### src/rtl/oh_memory_bist.sv
// March C- BIST initiator for the BIST write port and read port of oh_memory_dp.
// Define OH_MEMORY_BIST_CHECKER_EN for a checkerboard background instead of solid zeros.
module oh_memory_bist #(
  parameter int DW    = 104,
  parameter int DEPTH = 32,
  parameter int AW    = 5
) (
  input  logic          clk,
  input  logic          reset,
  input  logic          start,
  output logic          busy,
  output logic          done,
  output logic          fail,
  output logic [AW-1:0] fail_addr,
  output logic [15:0]   err_count,
  output logic          bist_en,
  output logic          bist_we,
  output logic [DW-1:0] bist_wem,
  output logic [AW-1:0] bist_addr,
  output logic [DW-1:0] bist_din,
  output logic          rd_en,
  output logic [AW-1:0] rd_addr,
  input  logic [DW-1:0] rd_dout
);

  typedef enum logic [3:0] {
    S_IDLE,
    S_M0,
    S_M1,
    S_M2,
    S_M3,
    S_M4,
    S_M5,
    S_DRAIN,
    S_DONE
  } state_t;

  localparam logic [AW-1:0] LAST = AW'(DEPTH - 1);

  state_t        state_q;
  state_t        state_d;
  state_t        elem_nxt;
  logic [AW-1:0] addr_q;
  logic [AW-1:0] addr_d;
  logic          phase_q;
  logic          phase_d;

  logic          march;
  logic          rmw;
  logic          desc;
  logic          inv;
  logic          is_wr;
  logic          is_rd;
  logic          elem_end;
  logic          accept;
  logic [DW-1:0] bg;
  logic [DW-1:0] pat;

  logic          cmp_vld;
  logic [DW-1:0] cmp_exp;
  logic [AW-1:0] cmp_addr;
  logic          miscmp;

  logic          done_q;
  logic          fail_q;
  logic [AW-1:0] fail_addr_q;
  logic [15:0]   err_q;

`ifdef OH_MEMORY_BIST_CHECKER_EN
  assign bg = addr_q[0] ? {DW/2{2'b10}} : {DW/2{2'b01}};
`else
  assign bg = '0;
`endif

  // inv selects D1: the write half of M1/M3, the read half of M2/M4
  always_comb begin
    march    = 1'b0;
    rmw      = 1'b0;
    desc     = 1'b0;
    inv      = 1'b0;
    elem_nxt = S_IDLE;
    unique case (state_q)
      S_M0: begin
        march    = 1'b1;
        elem_nxt = S_M1;
      end
      S_M1: begin
        march    = 1'b1;
        rmw      = 1'b1;
        inv      = phase_q;
        elem_nxt = S_M2;
      end
      S_M2: begin
        march    = 1'b1;
        rmw      = 1'b1;
        inv      = ~phase_q;
        elem_nxt = S_M3;
      end
      S_M3: begin
        march    = 1'b1;
        rmw      = 1'b1;
        desc     = 1'b1;
        inv      = phase_q;
        elem_nxt = S_M4;
      end
      S_M4: begin
        march    = 1'b1;
        rmw      = 1'b1;
        desc     = 1'b1;
        inv      = ~phase_q;
        elem_nxt = S_M5;
      end
      S_M5: begin
        march    = 1'b1;
        elem_nxt = S_DRAIN;
      end
      default: ;
    endcase
  end

  assign is_wr    = (state_q == S_M0) | (rmw & phase_q);
  assign is_rd    = (state_q == S_M5) | (rmw & ~phase_q);
  assign elem_end = addr_q == (desc ? '0 : LAST);
  assign pat      = bg ^ {DW{inv}};
  assign accept   = start &
                    ((state_q == S_IDLE) | (state_q == S_DONE));

  always_comb begin
    state_d = state_q;
    addr_d  = addr_q;
    phase_d = phase_q;
    unique case (1'b1)
      accept: begin
        state_d = S_M0;
        addr_d  = '0;
        phase_d = 1'b0;
      end
      (state_q == S_DRAIN): begin
        state_d = S_DONE;
      end
      march: begin
        if (rmw & ~phase_q) begin
          phase_d = 1'b1;
        end else begin
          phase_d = 1'b0;
          if (elem_end) begin
            state_d = elem_nxt;
            addr_d  = ((elem_nxt == S_M3) |
                       (elem_nxt == S_M4)) ? LAST : '0;
          end else if (desc) begin
            addr_d = addr_q - 1'b1;
          end else begin
            addr_d = addr_q + 1'b1;
          end
        end
      end
      default: ;
    endcase
  end

  assign miscmp = cmp_vld & (rd_dout != cmp_exp);

  always_ff @(posedge clk) begin
    if (reset) begin
      state_q     <= S_IDLE;
      addr_q      <= '0;
      phase_q     <= 1'b0;
      cmp_vld     <= 1'b0;
      cmp_exp     <= '0;
      cmp_addr    <= '0;
      done_q      <= 1'b0;
      fail_q      <= 1'b0;
      fail_addr_q <= '0;
      err_q       <= '0;
    end else begin
      state_q  <= state_d;
      addr_q   <= addr_d;
      phase_q  <= phase_d;
      cmp_vld  <= is_rd;
      cmp_exp  <= pat;
      cmp_addr <= addr_q;
      if (state_q == S_DRAIN) begin
        done_q <= 1'b1;
      end
      if (accept) begin
        done_q      <= 1'b0;
        fail_q      <= 1'b0;
        fail_addr_q <= '0;
        err_q       <= '0;
      end else if (miscmp) begin
        if (err_q != 16'hFFFF) begin
          err_q <= err_q + 16'd1;
        end
        if (!fail_q) begin
          fail_q      <= 1'b1;
          fail_addr_q <= cmp_addr;
        end
      end
    end
  end

  assign busy      = march | (state_q == S_DRAIN);
  assign bist_en   = busy;
  assign done      = done_q;
  assign fail      = fail_q;
  assign fail_addr = fail_addr_q;
  assign err_count = err_q;
  assign bist_we   = is_wr;
  assign bist_wem  = {DW{is_wr}};
  assign bist_addr = is_wr ? addr_q : '0;
  assign bist_din  = is_wr ? pat : '0;
  assign rd_en     = is_rd;
  assign rd_addr   = is_rd ? addr_q : '0;

endmodule
### config.mk
export PLATFORM = sky130hd
export DESIGN_NAME = oh_memory_bist
export DESIGN_NICKNAME = d
export VERILOG_FILES = /design/src/rtl/oh_memory_bist.sv
export SDC_FILE = /design/constraint.sdc
export NUM_CORES = 1
export LEC_CHECK = 0
export ABC_AREA = 1
export CORE_AREA = 2 2 135 137
export CTS_CLUSTER_SIZE = 30
export DETAILED_ROUTE_END_ITERATION = 10
export DIE_AREA = 0 0 137 139
export PLACE_DENSITY = 0.67
export SYNTH_ARGS = -nofsm -noshare
export SYNTH_HDL_FRONTEND = slang
export SYNTH_SLANG_ARGS = --single-unit
### constraint.sdc
create_clock -name clk -period 30.9 [get_ports clk]
set_input_delay 4.635 -clock clk [delete_from_list [all_inputs] [get_ports clk]]
set_output_delay 4.635 -clock clk [all_outputs]
set_load 0.05 [all_outputs]
Word-level counts from Yosys, hierarchy flattened
Index checks and enable logic that the tools add are counted.
- flip-flop bits (word level): 40
- bits in latches: 0
- bits in writable memories: 0
- memory bits (read-only): 0
- input bits: 107
- output and inout bits: 245
- word-level logic and storage cells: 71
- memories kept: 0
- $add $sub $neg: 3
- multiply operators: 0
- divide/modulo/power cells: 0
- $lt $le $gt $ge: 0
- eq/ne operators: 15
- shifts and indexed selects: 0
- mux-type cells: 19
- bitwise operators: 11
- reduce and logical (&&, ||, !) cells: 13
- operator list (operator ; count):
    $mux W104 ; 1
    $ne A104 B104 Y1 ; 1
    $mux W5 ; 7
    $eq A4 B3 Y1 const B ; 6
    $pmux W3 S6 ; 1
    $add A16 B1 Y16 const B ; 1
    $ne A16 B16 Y1 const B ; 1
    $pmux W4 S3 ; 1
    $pmux W5 S2 ; 1
    $eq A4 B2 Y1 const B ; 2
    $mux W4 ; 2
    $reduce_or A2 Y1 ; 4
    $reduce_and A2 Y1 ; 3
    $reduce_or A6 Y1 ; 1
    $add A5 B1 Y5 const B ; 1
    $eq A5 B5 Y1 ; 1
    $or A1 B1 Y1 ; 5
    $sub A5 B1 Y5 const B ; 1
    $and A1 B1 Y1 ; 4
    $eq A4 B1 Y1 const B ; 1
    $eq A4 B4 Y1 const B ; 1
    $logic_not A4 Y1 ; 1
    $mux W1 ; 4
    $pmux W1 S2 ; 2
    other kinds (7) ; 8

Logic depth before layout (Yosys ltp)
Gate-level depths: netlist (run 1).
- depth after elaboration: 8
- gate-level depth with buffers: 16
- depth with buffers taken out: 16

Least setup slack after synthesis (run 1)
Ideal clock, no wire load.
- path kind: register -> output
- start point: register state_q[2]
- end point: output port bist_din[100]
- arrival: 13161 ps
- data required time: 26265 ps
- slack: 13104 ps
- stages on the path, launching flop included: 10
- buffers on the path: 1
- cell sequence: dfxtp_1 inv_1 nor2_1 nand2_2 nand2_1 inv_1 o21ai_0 inv_1 nor2_1 buf_4
- cells in the longest elaborated chain, start to end: 6
- elaborated cells on any way between the ends: 13
- those cells by class: eq/ne (5); mux (3); bitwise (2); reduce/logical (3)
- ends and longest elaborated chain (element ; line ; RTL):
    from (decl) ; 40 ; state_t state_q;
    from (signal assigned) ; 176 ; state_q <= state_d;
    $eq A4 B3 Y1 or $eq A4 B2 Y1 (tied branches) ; 82 ; unique case (state_q)
    $reduce_or A4 Y1 (no source line) ; - ;
    $mux W1 ; 82 ;
    $and A1 B1 Y1 ; 121 ; assign is_wr = (state_q == S_M0) | (rmw & phase_q);
    $or A1 B1 Y1 (*) ; 121 ;
    net bist_we ; 17 ; output logic bist_we,
    $mux W104 (*) ; 211 ; assign bist_din = is_wr ? pat : '0;
    to (decl) ; 20 ; output logic [DW-1:0] bist_din,
Mark *: on every way through the listed nets, which the timed path passes. The rest lies on a longest branch.

Final worst setup path (run 1)
- start point: register state_q[2]
- end point: output port bist_din[6]
- cells in the longest elaborated chain, start to end: 6
- elaborated cells on any way between the ends: 13
- those cells by class: eq/ne (5); mux (3); bitwise (2); reduce/logical (3)
- ends and longest elaborated chain (element ; line):
    $eq A4 B3 Y1 or $eq A4 B2 Y1 (tied branches) ; 82
    $reduce_or A4 Y1 (no source line) ; -
    $mux W1 ; 82
    $and A1 B1 Y1 ; 121
    $or A1 B1 Y1 ; 121
    $mux W104 (*) ; 211
Mark *: on every way between the ends. The rest lies on a longest branch, timed or not.

==> flow_summary.toml, run 1 <==
[min_path]
min_to = "fail_addr[0]"
hp-class = "flop to flop"
hold_start = "fail_addr[0]"
hold-path-cell-count = 2

[sta]
rsz0062_at_grt = "no"
min_period_ns = 8.81
hold_violations = 0
setup_viol = 0
slew_violations = 0
slew_headroom_pct = 34.9
skew_ns = 0.00629
finalCritPeriodShare_pct = 28.5
fmaxAchievable_ghz = 0.113
worst_pin_slew_ns = 0.975
whs_ns = 0.464
tns_ns = 0

[worst_setup_path]
cp.required_ns = 26.27
crit_fanout = 106
worst-r2r-setup-slack_ns = 28.13
cp-start-kind = "flop"
regToRegStartpoint = "cmp_exp[0]"
crit_path_end_kind = "output pin"
timing.rr.end = "err_count[0]"
cp-startpoint = "state_q[2]"
critPathKind = "flop to output pin"
arrival_ns = 4.18
reg2reg_depth = 11

[floorplan]
core_sq_mm = 0.0177
die_h_um = 139
initial_utilization_pct = 26.2
dieArea_sq_mm = 0.0190
ios = 352
dieWidth_um = 137
row_count = 49

[detailed_routing]
via_count = 4422
drt_iter0_drc = 157
firstDrtPassIters = 4
drtAntennaViolNets = 0
routed_via_density = 4.13
wl_per_cell_um = 12.6
drc = 0
finalWirelength_um = 13500

[clocking]
clock_latency_ns = 0.29
cts_root_buffer = "clkbuf_16"
clock_path_buffers = 2
clkTransAtPathRegs_ns = 0.07
cts_sinks = 40
cts_setup_buffers = 0
cts_tree = "built"
cts-resized-gates = 0
postCtsHoldBufs = 0
cts_buffers = 5
htree_levels = 2

[finish]
diodes = 0
layout_commonest_cell = "clkdlybuf4s50_1"
drive_gt1_share_pct = 5.34
fin_nets = 954
fin_area_sq_mm = 0.00699
syn2layout_area_growth_pct = 51.2
final_cell_mix = "clkdlybuf4s50_1, nand2_1, nor2_1"
post-route-util_pct = 39.6

[power]
p_per_area_mw_per_mm2 = 111
irDropWorstVdd_v = 0.000167
power.total_uw = 777
leakage_nw = 2.59

[placement]
portBuffers = 351
gp_congestion = 0.833
place_area_sq_mm = 0.00682
hpwl_um = 10600

[flow_run]
drv_cap = 0

[synth]
syn_area_sq_mm = 0.00462
ys_seq_area_share_pct = 17.3
synthCells = 702
ys_async_sr_fraction_pct = 0
synth-seq-cells = 40
syn-num-nets = 814
yosysWarnings = 0
synth_edf_count = 0
ys_types = 32
synth-main-ff-cell = "dfxtp_1"
avgSynthCellArea_sq_um = 6.59

[grt]
gr-total-overflow = 0
grt_max_degree = 107
antenna_found_initial = 1
grt_pass1_wl_um = 19700
grt_usage_pct = 12.6
grt_pass1_vias = 4067

[status]
status = "finished clean"
==> Yosys cell counts (all sizes together), types with 7 or more instances <==
library cell    n  area [sq um]
a21oi          28           170
nand3b          8          60.1
xor2           10          87.6
nand2         130           523
nor2           96           363
dfxtp          40           801
nor3           26           160
or2             7          43.8
clkbuf          8          30.0
nand3          22           128
inv            51           191
buf           212          1610
nand4          31           194
o21ai           9          45.0
==> where the power goes <==
group          internal [mW]  switching, mW  total, mW  leakage (nW)
Sequential            0.0566        0.00784     0.0644         0.323
Clock                 0.0384         0.0226     0.0610        0.0840
Combinational          0.189          0.463      0.652          2.18
==> area by class of cell <==
cell class	count	area, sq um
fill	1840	10700
timing repair buffer	353	3530
multi-input combinational	391	2010
sequential	40	801
tap	229	287
inverter	51	191
clock buffer	5	125
clock inverter	3	47.5
==> kinds of logic (layout without fill, tap and decap cells) <==
| logic type | count (synthesis) | count (layout) | synth area share [%] |
|---|---|---|---|
| buffers and inverters | 271 | 412 | 39.6 |
| AND/OR/NAND/NOR | 326 | 326 | 32.6 |
| AO/OA/AOI/OAI | 45 | 45 | 6.09 |
| XOR/XNOR | 15 | 15 | 2.84 |
| flip-flops | 40 | 40 | 17.3 |
| adder cells (fa/ha/maj) | 5 | 5 | 1.52 |
==> worst max path at each step <==
stage,to,slack [ns],depth (start not counted)
floorplan,bist_din[100],13.10,9
global placement,bist_din[94],22.48,11
detailed placement,bist_din[6],22.37,11
CTS,bist_din[42],22.06,11
global route,bist_din[93],21.67,11
finish,bist_din[6],22.09,11
==> state kept, by name (all words and copies together), names as in the netlist <==
| register | count |
|---|---|
| state_q | 4 |
| addr_q | 5 |
| fail_addr | 5 |
| cmp_vld | 1 |
| cmp_addr | 5 |
| fail | 1 |
| done | 1 |
| phase_q | 1 |
| err_count | 16 |
| cmp_exp | 1 |
==> per-stage QoR <==
| stage | cells | setup WS (ns) |
|---|---|---|
| 3_3_place_gp | 1064 | 22.48 |
| 6_report | 1072 | 22.09 |
| 3_5_place_dp | 1064 | 22.37 |
| 5_1_grt | 1072 | 21.67 |
| 2_1_floorplan | 702 | 13.10 |
| 4_1_cts | 1072 | 22.06 |
==> layer usage <==
metal / global-route usage (%) / share of wire (%)
met1: 14.2 / 40
met2: 22.5 / 46
met5: 0 / 0.097
met4: 3.47 / 1.5
met3: 3.84 / 12
==> critical path, stage by stage (launching register included) <==
cell and delay, ns:
dfxtp_1 0.33, inv_1 0.08, nor2_1 0.27, nand2_2 0.14, nand2_1 0.11, inv_1 0.09, o21ai_4 0.12, buf_4 0.65
inv_1 0.29, nor2_4 0.13, buf_4 0.66, clkdlybuf4s50_1 0.96
Power figures use the tool's default switching activity.
==> inputs of run 2 (changes only) <==
--- a/config.mk
+++ b/config.mk
@@ -10,7 +10,7 @@
 export CTS_CLUSTER_SIZE = 30
 export DETAILED_ROUTE_END_ITERATION = 10
 export DIE_AREA = 0 0 137 139
-export PLACE_DENSITY = 0.67
+export PLACE_DENSITY = 0.7
 export SYNTH_ARGS = -nofsm -noshare
 export SYNTH_HDL_FRONTEND = slang
 export SYNTH_SLANG_ARGS = --single-unit
==> constraint.sdc (replaced) <==
create_clock -name clk -period 8.1 [get_ports clk]
set_input_delay 1.215 -clock clk [delete_from_list [all_inputs] [get_ports clk]]
set_output_delay 1.215 -clock clk [all_outputs]
set_load 0.05 [all_outputs]
==> run 2 against run 1 <==
Via count is 0.20% higher. Critical path type unchanged. Sequential power grew to 3.8 times the previous value. Core utilization stayed put. Worst setup slack worse by 19 ns. Final area stayed put. Clock skew is 0.00094 ns lower. Sequential share of layout area stayed put. Critical endpoint is now bist_din[74]. Clock power grew to 3.8 times the previous value. Die area stayed put. Non-clock buffer count stayed put. Critical path depth stayed put. Largest power group unchanged. Sequential cell count stayed put.
==> flow_summary.toml, run 2 (synthesis gave the netlist of run 1 again) <==
[floorplan]
dieWidth_um = 137
row_count = 49
core_sq_mm = 0.0177
dieArea_sq_mm = 0.0190
die_h_um = 139
initial_utilization_pct = 26.2
ios = 352

[grt]
antenna_found_initial = 0
grt_usage_pct = 12.6
gr-total-overflow = 0
grt_pass1_wl_um = 19600
grt_pass1_vias = 4107
grt_max_degree = 107

[power]
leakage_nw = 2.59
p_per_area_mw_per_mm2 = 425
pwr-share-clk_pct = 7.7
p_switching_mw = 1.89
power.total_mw = 2.97
seqPwrFrac_pct = 8.3
p_comb_share_pct = 84.0
irDropWorstVdd_v = 0.000690
internal_power_mw = 1.08
switching_share_pct = 63.5

[worst_setup_path]
cp_cell_sequence = "inv_1 -> nor2_1 -> nand2_2 -> nand2_1 -> inv_1 -> o21ai_4 -> buf_4 -> inv_1 -> nor2_4 -> buf_4 -> clkdlybuf4s50_1"
reg2reg_depth = 10
crit_top_cell = "inv_1"
regToRegStartpoint = "cmp_exp[0]"
timing.rr.end = "err_count[11]"
crit_path_end_kind = "output pin"
worst-r2r-setup-slack_ns = 5.32
crit_fanout = 106
max_stage_delay_ns = 0.95
cp.required_ns = 6.88
cp-start-kind = "flop"
critPathKind = "flop to output pin"
slowest_stage = "clkdlybuf4s50_1"
arrival_ns = 4.22

[clocking]
htree_levels = 2
cts_tree = "built"
cts_buffers = 5
cts-resized-gates = 0
clock_path_buffers = 2
cts_sinks = 40
cts_setup_buffers = 0
clkTransAtPathRegs_ns = 0.06
postCtsHoldBufs = 0
cts_root_buffer = "clkbuf_16"
clock_latency_ns = 0.29

[placement]
gp_congestion = 0.852
placed_cells = 1064
hpwl_um = 10900
pre_cts_ws_ns = 2.96
portBuffers = 351

[sta]
worst_pin_slew_ns = 0.995
post-route-worst-setup-slack_ns = 2.66
skew_ns = 0.00535
whs_ns = 0.460
slew_headroom_pct = 33.6
rsz0062_at_grt = "no"
hold_violations = 0
finalCritPeriodShare_pct = 67.1
tns_ns = 0
min_period_ns = 5.44
fmaxAchievable_ghz = 0.184
slew_violations = 0
setup_viol = 0

[finish]
diodes = 0
largest_reg_flops = 16
syn2layout_area_growth_pct = 51.2
nFillCells = 1845
layout_commonest_cell = "clkdlybuf4s50_1"
final_cell_mix = "clkdlybuf4s50_1, nand2_1, nor2_1"
stdcell_count = 1072
fin_nets = 954
drive_gt1_share_pct = 5.34

[detailed_routing]
drc = 0
via_count = 4431
firstDrtPassIters = 4
routed_via_density = 4.13
wl_per_cell_um = 12.8
finalWirelength_um = 13700
drt_iter0_drc = 119
drtAntennaViolNets = 0

[flow_run]
drv_cap = 0

[min_path]
min_to = "fail_addr[0]"
hold-path-cell-count = 2
hp-class = "flop to flop"
hold_start = "fail_addr[0]"

[status]
status = "finished clean"
run 2: worst max path at each step:
| stage | start | end | slack [ns] | cells past startpoint |
|---|---|---|---|---|
| after CTS | state_q[2] | bist_din[4] | 2.63 | 11 |
| after detailed placement | state_q[2] | bist_din[26] | 2.96 | 11 |
| after floorplan | state_q[2] | bist_din[100] | 0.12 | 9 |
| after global placement | state_q[2] | bist_din[70] | 3.10 | 11 |
| final | state_q[2] | bist_din[74] | 2.66 | 11 |
| after global routing | state_q[2] | bist_din[59] | 2.28 | 11 |
run 2: power by group through the flow:
stage | clock (mW) | combinational [mW] | sequential [mW]
finish | 0.229 | 2.49 | 0.246
global route | 0.240 | 2.57 | 0.250
CTS | 0.232 | 2.51 | 0.246
detailed placement | 0 | 2.49 | 0.250
global placement | 0 | 2.50 | 0.250
floorplan | 0 | 2.22 | 0.245
run 2: area by class of cell:
type | instances | area (sq um) | share of cell area [%]
clock inverter | 3 | 47.5 | 0.680
multi-input combinational | 391 | 2010 | 28.8
tap | 229 | 287 | 4.10
clock buffer | 5 | 125 | 1.79
timing repair buffer | 353 | 3530 | 50.5
sequential | 40 | 801 | 11.5
inverter | 51 | 191 | 2.74
run 2: critical path, delay by kind of cell (launching register included):
family	cells	cell delay [ns]
flip-flops	1	0.33
AND/OR/NAND/NOR	4	0.68
AO/OA/AOI/OAI	1	0.12
buffers and inverters	6	2.73
run 2: metal layers:
layer  wire [um]  vias up  GRT usage (%)
met5           0        -              0
met4         105        0           2.60
met3        1420        9           3.40
met2        6750      188           24.0
met1        5450     1919           13.7
li1            -     2315              -
run 2: stage by stage:
| step | area, sq um | utilization, % |
|---|---|---|
| 6_report | 6990 | 39.6 |
| 5_1_grt | 6990 | 39.6 |
| 4_1_cts | 6990 | 39.6 |
| 3_5_place_dp | 6820 | 38.6 |
| 3_3_place_gp | 6820 | 38.6 |
| 2_1_floorplan | 4630 | - |
==> inputs of run 3 (changes only) <==
--- a/config.mk
+++ b/config.mk
@@ -6,11 +6,11 @@
 export NUM_CORES = 1
 export LEC_CHECK = 0
 export ABC_AREA = 1
-export CORE_AREA = 2 2 135 137
+export CORE_AREA = 2 2 137 139
 export CTS_CLUSTER_SIZE = 30
 export DETAILED_ROUTE_END_ITERATION = 10
-export DIE_AREA = 0 0 137 139
-export PLACE_DENSITY = 0.7
+export DIE_AREA = 0 0 139 141
+export PLACE_DENSITY = 0.66
 export SYNTH_ARGS = -nofsm -noshare
 export SYNTH_HDL_FRONTEND = slang
 export SYNTH_SLANG_ARGS = --single-unit
==> constraint.sdc (replaced) <==
create_clock -name clk -period 5.65 [get_ports clk]
set_input_delay 0.8475 -clock clk [delete_from_list [all_inputs] [get_ports clk]]
set_output_delay 0.8475 -clock clk [all_outputs]
set_load 0.05 [all_outputs]
==> run 3 against run 2 <==
Global-route usage fell by 0.12 points. Sequential cell count did not move. Critical path depth fell by 1. Core utilization fell by 1.3 points. Worst hold slack improved by 0.0048 ns. Clock power rose by 46%. Clock skew barely moved. Register-to-register slack got worse by 2.5 ns. Via count fell by 0.56%. Non-clock buffer count did not move. Die area rose by 2.9%. Critical endpoint is now bist_din[17]. Largest power group unchanged. Highest routed layer unchanged.
==> flow_summary.toml, run 3 (synthesis gave the netlist of run 1 again) <==
[worst_setup_path]
crit_top_cell = "inv_1"
critPathKind = "flop to output pin"
arrival_ns = 3.30
cp.required_ns = 4.80
cp_cell_sequence = "inv_1 -> nor2_1 -> nand2_2 -> nand2_1 -> inv_1 -> o21ai_4 -> inv_1 -> nor2_4 -> buf_4 -> clkdlybuf4s50_1"
cp-start-kind = "flop"
max_stage_delay_ns = 0.96
crit_fanout = 104
crit_path_end_kind = "output pin"
cpLargestDelayFamily = "buffers and inverters"
cp_num_buf_inv = 5
slowest_stage = "clkdlybuf4s50_1"

[grt]
antenna_found_initial = 0
grt_max_degree = 106
grt_pass1_wl_um = 20600
gr-total-overflow = 0
grt_usage_pct = 12.5
grt_pass1_vias = 4061

[clocking]
clkTransAtPathRegs_ns = 0.06
cts_buffers = 5
htree_levels = 2
clock_path_buffers = 2
cts_tree = "built"
postCtsHoldBufs = 0
clock_latency_ns = 0.28
cts_sinks = 40
cts_root_buffer = "clkbuf_16"
cts-resized-gates = 0
cts_setup_buffers = 0

[power]
power.total_mw = 4.26
irDropWorstVdd_v = 0.00103
leakage_nw = 2.59
seqPwrFrac_pct = 8.3
switching_share_pct = 63.3
p_per_area_mw_per_mm2 = 608
p_comb_share_pct = 83.8
internal_power_mw = 1.56
p_switching_mw = 2.70
pwr-share-clk_pct = 7.9

[floorplan]
row_count = 50
dieWidth_um = 139
dieArea_sq_mm = 0.0196
initial_utilization_pct = 25.3
core_sq_mm = 0.0183
die_h_um = 141
ios = 352

[finish]
syn2layout_area_growth_pct = 51.4
fin_nets = 954
drive_gt1_share_pct = 5.34
layout_commonest_cell = "clkdlybuf4s50_1"
diodes = 0
final_cell_mix = "clkdlybuf4s50_1, nand2_1, nor2_1"
largest_reg_flops = 16

[min_path]
hp-class = "flop to flop"

[placement]
portBuffers = 351
hpwl_um = 10500
gp_congestion = 0.820

[detailed_routing]
drtAntennaViolNets = 0
routedLengthMet1_um = 5710
highest_layer = "met4"
drc = 0
wl_met3_um = 905
routed_via_density = 4.09
drt_iter0_drc = 165
wl_met2_um = 6680
via_count = 4406
finalWirelength_um = 13500
wl_per_cell_um = 12.5
firstDrtPassIters = 4

[sta]
slew_violations = 0
setup_viol = 0
hold_violations = 0
skew_ns = 0.00558
fmaxAchievable_ghz = 0.241
worst_pin_slew_ns = 1.01
min_period_ns = 4.14
slew_headroom_pct = 32.5
finalCritPeriodShare_pct = 73.3
rsz0062_at_grt = "no"
tns_ns = 0

[status]
status = "finished clean"

[flow_run]
drv_cap = 0
==> run 3: changes by cell type in the layout (fill, tap and decap cells not counted), sizes merged <==
cell,delta
clkbuf,+1
clkinv,-1
==> run 3: per-stage QoR <==
| stage | utilization [%] | hold slack, ns | instance area (sq um) | instances | setup WS, ns |
|---|---|---|---|---|---|
| final | 38.3 | 0.464 | 7000 | 1077 | 1.51 |
| after global routing | 38.3 | 0.492 | 7000 | 1077 | 1.24 |
| after CTS | 38.3 | 0.468 | 7000 | 1077 | 1.48 |
| after detailed placement | 37.4 | 0.458 | 6820 | 1069 | 1.79 |
| after global placement | 37.4 | 0.454 | 6820 | 1069 | 1.86 |
| after floorplan | - | 0.454 | 4640 | 702 | 0.106 |
==> run 3: power groups by stage <==
stage                     Combinational [mW]  Clock (mW)  Sequential [mW]
after floorplan                         3.14           0            0.352
after global placement                  3.59           0            0.358
after detailed placement                3.58           0            0.359
after CTS                               3.59       0.345            0.353
after global routing                    3.69       0.355            0.359
final                                   3.57       0.335            0.354
==> run 3: path summary, 6_finish.rpt <==
kind | startpoint | end | slack, ns | depth (start not counted)
worst min register to register | fail_addr[1] | fail_addr[1] | 0.46 | 2
worst min-delay path | fail_addr[1] | fail_addr[1] | 0.46 | 2
worst max register to register | cmp_exp[0] | err_count[1] | 2.80 | 11
worst max-delay path | state_q[2] | bist_din[17] | 1.51 | 10
==> run 3: worst min-delay path, cell delays in order, from the launching register on <==
cell and delay [ns]:
dfxtp_1 0.31, nand2_1 0.06, a21oi_1 0.05
==> run 3: metal layers <==
| metal | vias up | track usage, % |
|---|---|---|
| met1 | 1895 | 15.0 |
| met5 | - | 0 |
| met2 | 181 | 23.0 |
| li1 | 2318 | - |
| met4 | 0 | 2.66 |
| met3 | 12 | 2.62 |
==> run 3: final cells by class <==
type                            count  area (sq um)
Fill cell                        1880         11300
Timing Repair Buffer              353          3530
Multi-Input combinational cell    391          2010
Sequential cell                    40           801
Tap cell                          234           293
Inverter                           51           191
Clock buffer                        6           139
Clock inverter                      2          38.8
